--- src/rtl/up_down_pulse_gen.sv ---
// Push-button front end for the 0-7 up/down counter: per-button synchronizer and
// debouncer feeding a shared press FSM that emits single-cycle up/down pulses with auto-repeat.

module up_down_pulse_gen_debounce #(
  parameter int DEBOUNCE_CYCLES = 50000
) (
  input  logic clk,
  input  logic rst,
  input  logic btn,
  output logic db
);

  localparam int CW = (DEBOUNCE_CYCLES < 1) ? 1 : $clog2(DEBOUNCE_CYCLES + 1);

  logic          sync1;
  logic          sync2;
  logic [CW-1:0] cnt;

  always_ff @(posedge clk or negedge rst) begin
    if (!rst) begin
      sync1 <= 1'b0;
      sync2 <= 1'b0;
    end else begin
      sync1 <= btn;
      sync2 <= sync1;
    end
  end

  // Any cycle where the synchronized level agrees with db restarts the stability count.
  always_ff @(posedge clk or negedge rst) begin
    if (!rst) begin
      cnt <= '0;
      db  <= 1'b0;
    end else if (sync2 == db) begin
      cnt <= '0;
    end else if (cnt == CW'(DEBOUNCE_CYCLES - 1)) begin
      cnt <= '0;
      db  <= ~db;
    end else begin
      cnt <= cnt + 1'b1;
    end
  end

endmodule

module up_down_pulse_gen #(
  parameter int DEBOUNCE_CYCLES = 50000,
  parameter int REPEAT_DELAY    = 25000000,
  parameter int REPEAT_RATE     = 12500000
) (
  input  logic clk,
  input  logic rst,
  input  logic EN,
  input  logic btn_up,
  input  logic btn_down,
  output logic up,
  output logic down,
  output logic lock
);

  localparam int TMAX = (REPEAT_DELAY > REPEAT_RATE) ? REPEAT_DELAY : REPEAT_RATE;
  localparam int TW   = (TMAX < 1) ? 1 : $clog2(TMAX + 1);

  typedef enum logic [1:0] {
    IDLE    = 2'd0,
    HOLD_UP = 2'd1,
    HOLD_DN = 2'd2,
    LOCK    = 2'd3
  } state_t;

  state_t        state;
  logic [TW-1:0] timer;
  logic          db_up;
  logic          db_dn;

  up_down_pulse_gen_debounce #(.DEBOUNCE_CYCLES(DEBOUNCE_CYCLES)) u_db_up (
    .clk (clk),
    .rst (rst),
    .btn (btn_up),
    .db  (db_up)
  );

  up_down_pulse_gen_debounce #(.DEBOUNCE_CYCLES(DEBOUNCE_CYCLES)) u_db_dn (
    .clk (clk),
    .rst (rst),
    .btn (btn_down),
    .db  (db_dn)
  );

  // Timer value 1 fires a repeat; 0 parks the timer so REPEAT_DELAY=0 disables repeat.
  always_ff @(posedge clk or negedge rst) begin
    if (!rst) begin
      state <= IDLE;
      timer <= '0;
      up    <= 1'b0;
      down  <= 1'b0;
      lock  <= 1'b0;
    end else begin
      up   <= 1'b0;
      down <= 1'b0;
      case (state)
        IDLE: begin
          if (EN) begin
            if (db_up && db_dn) begin
              state <= LOCK;
              lock  <= 1'b1;
            end else if (db_up) begin
              up    <= 1'b1;
              state <= HOLD_UP;
              timer <= TW'(REPEAT_DELAY);
            end else if (db_dn) begin
              down  <= 1'b1;
              state <= HOLD_DN;
              timer <= TW'(REPEAT_DELAY);
            end
          end
        end
        HOLD_UP: begin
          if (!db_up) begin
            state <= IDLE;
          end else if (db_dn || !EN) begin
            state <= LOCK;
            lock  <= 1'b1;
          end else if (timer == TW'(1)) begin
            up    <= 1'b1;
            timer <= TW'(REPEAT_RATE);
          end else if (timer != '0) begin
            timer <= timer - 1'b1;
          end
        end
        HOLD_DN: begin
          if (!db_dn) begin
            state <= IDLE;
          end else if (db_up || !EN) begin
            state <= LOCK;
            lock  <= 1'b1;
          end else if (timer == TW'(1)) begin
            down  <= 1'b1;
            timer <= TW'(REPEAT_RATE);
          end else if (timer != '0) begin
            timer <= timer - 1'b1;
          end
        end
        LOCK: begin
          if (!db_up && !db_dn) begin
            state <= IDLE;
            lock  <= 1'b0;
          end
        end
        default: begin
          state <= IDLE;
          lock  <= 1'b0;
        end
      endcase
    end
  end

endmodule

--- config.mk ---
export PLATFORM = sky130hd
export DESIGN_NAME = up_down_pulse_gen
export DESIGN_NICKNAME = d
export VERILOG_FILES = /design/src/rtl/up_down_pulse_gen.sv
export SDC_FILE = /design/constraint.sdc
export NUM_CORES = 1
export LEC_CHECK = 0
export CAP_MARGIN = 5
export CORE_UTILIZATION = 55
export CTS_CLUSTER_SIZE = 20
export DETAILED_ROUTE_END_ITERATION = 16
export GPL_TIMING_DRIVEN = 0
export PLACE_DENSITY_LB_ADDON = 0.05
export SETUP_SLACK_MARGIN = 0.05
export SYNTH_ARGS = -nofsm -noshare
export SYNTH_HDL_FRONTEND = slang
export SYNTH_HIERARCHICAL = 1
export SYNTH_SLANG_ARGS = --single-unit
--- constraint.sdc ---
create_clock -name clk -period 2.8 [get_ports clk]
set_input_delay 0.56 -clock clk [delete_from_list [all_inputs] [get_ports clk]]
set_output_delay 0.56 -clock clk [all_outputs]
set_load 0.01 [all_outputs]
**Word level (Yosys, flattened, before mapping)**

Cells that the tools add are included.

- Flip-flop bits (word level): 68
- Word-level logic and storage cells: 104

- Add/sub/neg operators: 3
- Bitwise gates (word level): 4
- Muxes and demuxes: 47
- Reductions and logical operators: 15
- Eq/ne operators: 22

Operator list:

| operator | count |
|---|---|
| 25-bit two-way mux | 10 |
| 25-bit case mux with 3 select lines | 1 |
| 16-bit two-way mux | 4 |
| 16-bit by 1-bit adder with 16-bit output (second input constant) | 2 |
| 16-bit equality test (second input constant) | 2 |
| 25-bit by 1-bit equality test with 1-bit output (second input constant) | 1 |
| 25-bit nonzero test | 1 |
| 25-bit by 1-bit subtractor with 25-bit output (second input constant) | 1 |
| 1-bit two-way mux | 19 |
| 2-bit two-way mux | 9 |
| 2-bit inequality test (second input constant) | 8 |
| 2-bit case mux with 4 select lines | 1 |
| 8-bit AND reduction | 1 |
| 7-bit AND reduction | 1 |
| 3-bit inequality test (second input constant) | 2 |
| 5-bit AND reduction | 1 |
| 2-bit equality test (second input constant) | 2 |
| 2-bit by 1-bit inequality test with 1-bit output (second input constant) | 2 |
| 4-bit by 2-bit inequality test with 1-bit output (second input constant) | 1 |
| 1-bit NOT | 4 |
| 1-bit case mux with 2 select lines | 2 |
| 1-bit case mux with 4 select lines | 1 |
| 2-bit AND reduction | 2 |
| 1-bit logical NOT | 3 |
| other kinds (7) | 10 |

**Depth between registers and ports, before layout**

- Depth in word-level cells: 6
- Depth in mapped cells: 10

**Hierarchy**

Netlist, hierarchy kept.

Modules (own cells, without submodules):

| module | cells an instance | area an instance (sq um) | instances |
|---|---|---|---|
| up_down_pulse_gen | 242 | 2118.3 | 1 |
| up_down_pulse_gen_debounce at u_db_up | 85 | 899.6 | 1 |
| up_down_pulse_gen_debounce at u_db_dn | 84 | 895.9 | 1 |

**Least setup slack after synthesis**

No wires, ideal clock.

- Path type: flip-flop to flip-flop
- Start: register timer[0]
- End: register timer[18]
- Library setup time: 0.104 ns
- Required time: 2.696 ns
- Setup slack: 0.494 ns
- Arrival time: 2.202 ns
- Stages on the path, launching flop included: 8
- Clock period less this slack: 2.306 ns
- Path through: dfrtp_1 inv_1 ha_1 or4b_1 or4_1 buf_2 or3_1 o311ai_1

- Cells in the longest elaborated chain, start to end: 6
- Elaborated cells on any way between the ends: 10
- Classes of those cells: add/sub (1); eq/ne (1); mux (7); reduce/logical (1)

Ends and longest elaborated chain:

| element | RTL line | text |
|---|---|---|
| start: declaration | 72 | `logic [TW-1:0] timer;` |
| start signal: assignment | 110 | `timer <= TW'(REPEAT_DELAY);` |
| start signal: assignment | 114 | `timer <= TW'(REPEAT_DELAY);` |
| start signal: assignment | 126 | `timer <= TW'(REPEAT_RATE);` |
| 25-bit by 1-bit subtractor with 25-bit output / 25-bit nonzero test (equally long branches) | -- |  |
| 25-bit two-way mux | 127, 140 |  |
| 25-bit two-way mux (*) | 124 | `end else if (timer == TW'(1)) begin` |
| 25-bit two-way mux (on tied branches) | 134, 121 |  |
| 25-bit two-way mux (on tied branches) | 132, 119 |  |
| 25-bit case mux with 3 select lines (*) | 101 | `case (state)` |

Every way passes the cells marked *; elsewhere a longest branch is shown, timed or not. The select of a mux whose other input is x is not followed.
A chain may end at the register's enable or synchronous reset.

**Final worst setup path**

- Start: register state[0]
- End: register timer[21]

- Cells in the longest elaborated chain, start to end: 3
- Elaborated cells on any way between the ends: 13
- Classes of those cells: eq/ne (9); mux (1); reduce/logical (3)

Ends and longest elaborated chain:

| element | RTL line | text |
|---|---|---|
| start: declaration | 71 | `state_t state;` |
| start signal: assignment | 93 | `state <= IDLE;` |
| start signal: assignment | 105 | `state <= LOCK;` |
| start signal: assignment | 109 | `state <= HOLD_UP;` |
| 2-bit equality test (tied with other cells) | 101 |  |
| 2-bit inequality test (no line) (tied with other cells) | -- |  |
| 8-bit AND reduction (no line) | -- |  |

Parallel ways exist; a longest one is shown, timed or not.

==> results.yml <==
finish:
  fin_nets: 442
  utilization: 0.624
  antenna_cells: 0
  drive_above_1_share: 0.122
  syn2layout_area_growth_pct: 8.95
power:
  powerDensity_nw_per_um2: 665
  p_sw_frac: 0.375
  ir_drop_mv: 0.287
  leakage_nw: 1.61
  power.net_switching_mw: 1.06
  comb_power_share: 0.323
  p_clk_frac: 0.243
  internal_power_mw: 1.77
  pwr-share-seq: 0.435
global_route:
  grt_pass1_wl_um: 14300
  grt_max_degree: 69
  use_met2: 0.401
  gr-total-overflow: 0
  antenna_found_initial: 0
  use_met1: 0.324
  first_global_vias: 3044
  met3_usage: 0.0533
  grt_busiest_layer: "met2"
  grt_usage: 0.246
detailed_routing:
  wl_per_cell_um: 16.1
  vias: 3220
  wirelength_um: 8520
  firstDrtPassIters: 5
  routed_via_density: 6.09
  drc_errors: 0
  drt_iter0_markers: 214
  drtAntennaViolNets: 0
timing:
  worst_pin_slew_ns: 0.846
  min_period_ns: 2.60
  clock_skew_ns: 0.00682
  drv_slew: 0
  fmax_mhz: 385
  relSlewSlack: 0.436
  hold_violations: 0
  finalSetupViolCount: 0
  fin_crit_sh: 0.927
  rsz0062_at_grt: "yes"
  hold_slack_ns: 0.316
logic_synthesis:
  synth_top_area_frac: 0.435
  synth_edf_count: 0
  synth-compound-area-share: 0.141
  synth_fp_nets: 425
  synth_cells: 411
  synth_top_flop_cell: "dfrtp_1"
  synth.area.mux_share: 0.0131
  yosys.cell_count.top_type: "dfrtp_1"
  yosys.area.top_type: "dfrtp_1"
  ys_types: 61
  synth_common_cells: "68 x dfrtp_1, 49 x nor2_1, 20 x nand2_1, 20 x xnor2_1, 19 x inv_1"
  syn_area_um2: 3910
  synthArstFlopShare: 1.00
  synth_fa_ha_area_frac: 0.0288
  synthXorXnorAreaFrac: 0.0671
  synthTopCellsByArea: "dfrtp_1 43%, nor2_1 4.7%, xnor2_1 4.5%"
  avgSynthCellArea_um2: 9.52
  synthSimpleGateAreaFrac: 0.268
  ys_ff_latch: 68
  ys_seq_area_frac: 0.435
  yosys_warnings: 6
  synth_top_family_by_area: "simple AND/OR/NAND/NOR gates"
clocking:
  cts_setup_buffers: 0
  htreeDepth: 3
  clk_pin_slew_ns: 0.07
  clock_tree.root_cell: "clkbuf_8"
  clkLatencyLatePin_ns: 0.34
  clock_path_buffers: 2
  cts_tree: "yes"
  cts.sinks: 68
  numCtsBuffers: 9
floorplanning:
  die_w_um: 86.4
  die_h_um: 86.4
  pin_count: 8
  dieArea_um2: 7460
  rows: 30
  placeableCoreArea_um2: 6830
  start_util: 0.573
worst_setup_path:
  slowest_stage: "a2111o_1"
  cpMostUsedCell: "buf_6"
  path_cells: "inv_1 -> ha_1 -> clkbuf_1 -> nand2b_1 -> a21oi_1 -> a2111o_1 -> buf_6 -> buf_6 -> o41ai_1 -> o311ai_0"
  path_class: "reg -> reg"
  reg2reg_from: "state[0]"
  cp_data_arrival_time_ns: 2.79
  startpoint: "state[0]"
  rrSetupSlack_ns: 0.20
  crit_family: "compound AO/OA/AOI/OAI gates"
  startpoint_type: "register"
  critPathBufInv: 4
  path_max_fanout: 10
  slowest_delay_ns: 0.46
  crit_required_ns: 2.99
  endpoint_kind: "register"
placed_design:
  dp_hpwl_um: 5800
  port_buffers: 6
  gp_congestion: 0.862
flow_run:
  maxCapViolCount: 0
worst_hold_path:
  hp-class: "in -> async"
outcome:
  status: "finished clean"
## logic make-up (layout without fill, tap and decap cells)
logic type	Yosys count	in the layout
simple gates	186	186
flops	68	68
mux	4	4
fa+ha+maj	9	9
xor+xnor	30	30
buf+inv	37	59
compound gates	77	77
## cell usage in the layout (no fill, tap or decap), types with 4 or more instances in the layout
master,synthesis,layout
inv_1,19,19
ha_1,9,9
clkdlybuf4s50_1,0,5
clkbuf_1,8,10
nor4_1,11,10
buf_6,4,4
dfrtp_1,68,68
xor2_1,10,10
o21ai_0,10,10
or4_1,13,13
nand3_1,15,15
nor3_1,18,18
or2_2,7,7
clkbuf_8,0,9
o31ai_1,8,8
nand2_1,20,20
nand2b_1,5,5
buf_4,3,4
xnor2_1,20,20
nor2_1,49,49
o22ai_1,6,6
o41ai_1,6,6
a211oi_1,7,7
or3_1,6,6
a21oi_1,13,12
nand4_1,13,13
## final timing paths
kind / depth (start not counted) / end
max: 10 / timer[21]
min: 1 / timer[16]
max reg2reg: 10 / timer[21]
min reg2reg: 0 / u_db_dn/sync2
max in group asynchronous: 1 / u_db_dn/cnt[0]
min in group clk: 0 / u_db_dn/sync2
## power by group through the flow
| stage | Sequential (mW) | Combinational (mW) | Clock [mW] |
|---|---|---|---|
| 2_1_floorplan | 1.21 | 0.666 | 0 |
| 6_report | 1.23 | 0.916 | 0.688 |
| 4_1_cts | 1.22 | 0.899 | 0.705 |
| 5_1_grt | 1.25 | 1.02 | 0.751 |
| 3_5_place_dp | 1.24 | 0.895 | 0 |
| 3_3_place_gp | 1.24 | 0.881 | 0 |
## worst reg2reg max path, stage by stage, from the launching register on
cell and delay [ns]:
dfrtp_1 0.38, inv_1 0.09, ha_1 0.20, clkbuf_1 0.21, nand2b_1 0.12, a21oi_1 0.07
a2111o_1 0.46, buf_6 0.19, buf_6 0.14, o41ai_1 0.38, o311ai_0 0.19
## state kept, by name, summed over array words and instances, names as in the netlist
| register | cells |
|---|---|
| u_db_up/cnt | 16 |
| u_db_dn/cnt | 16 |
| up | 1 |
| down | 1 |
| u_db_dn/db | 1 |
| u_db_dn/sync1 | 1 |
| timer | 25 |
| state | 2 |
| u_db_up/sync1 | 1 |
| u_db_dn/sync2 | 1 |
| lock | 1 |
| u_db_up/db | 1 |
| u_db_up/sync2 | 1 |
## routing by layer
layer	vias to the layer above	share of wire
li1	1552	-
met1	1568	0.46
met2	87	0.47
met3	13	0.050
met4	0	0.014
met5	-	0
## metrics by stage
step	area [um^2]	TNS (ns)	std cells	setup WS (ns)	power [mW]
after floorplan	3910	0	411	0.494	1.87
after global placement	4090	-77.76	513	-1.15	2.12
after detailed placement	4090	0	513	0.107	2.14
after CTS	4250	0	529	0.0965	2.83
after global routing	4260	0	529	0.0299	3.02
final	4260	0	529	0.205	2.84
## area by class of cell
cell class	instances	area, um^2
plain buffers	18	114
clock buffers	12	135
clock inverters	4	26.3
fillers	600	2570
inverters	19	71.3
multi-input cells	306	2040
flip-flops and latches	68	1700
well taps	96	120
repair buffers	6	57.6
## what timing repair did
item	CTS	global route
endpoints found under the setup margin	0	8
hold buffers	0	0
endpoints found under the hold margin	0	0
gates resized for setup	0	4
Note: power is estimated with default switching activity, not from simulation.
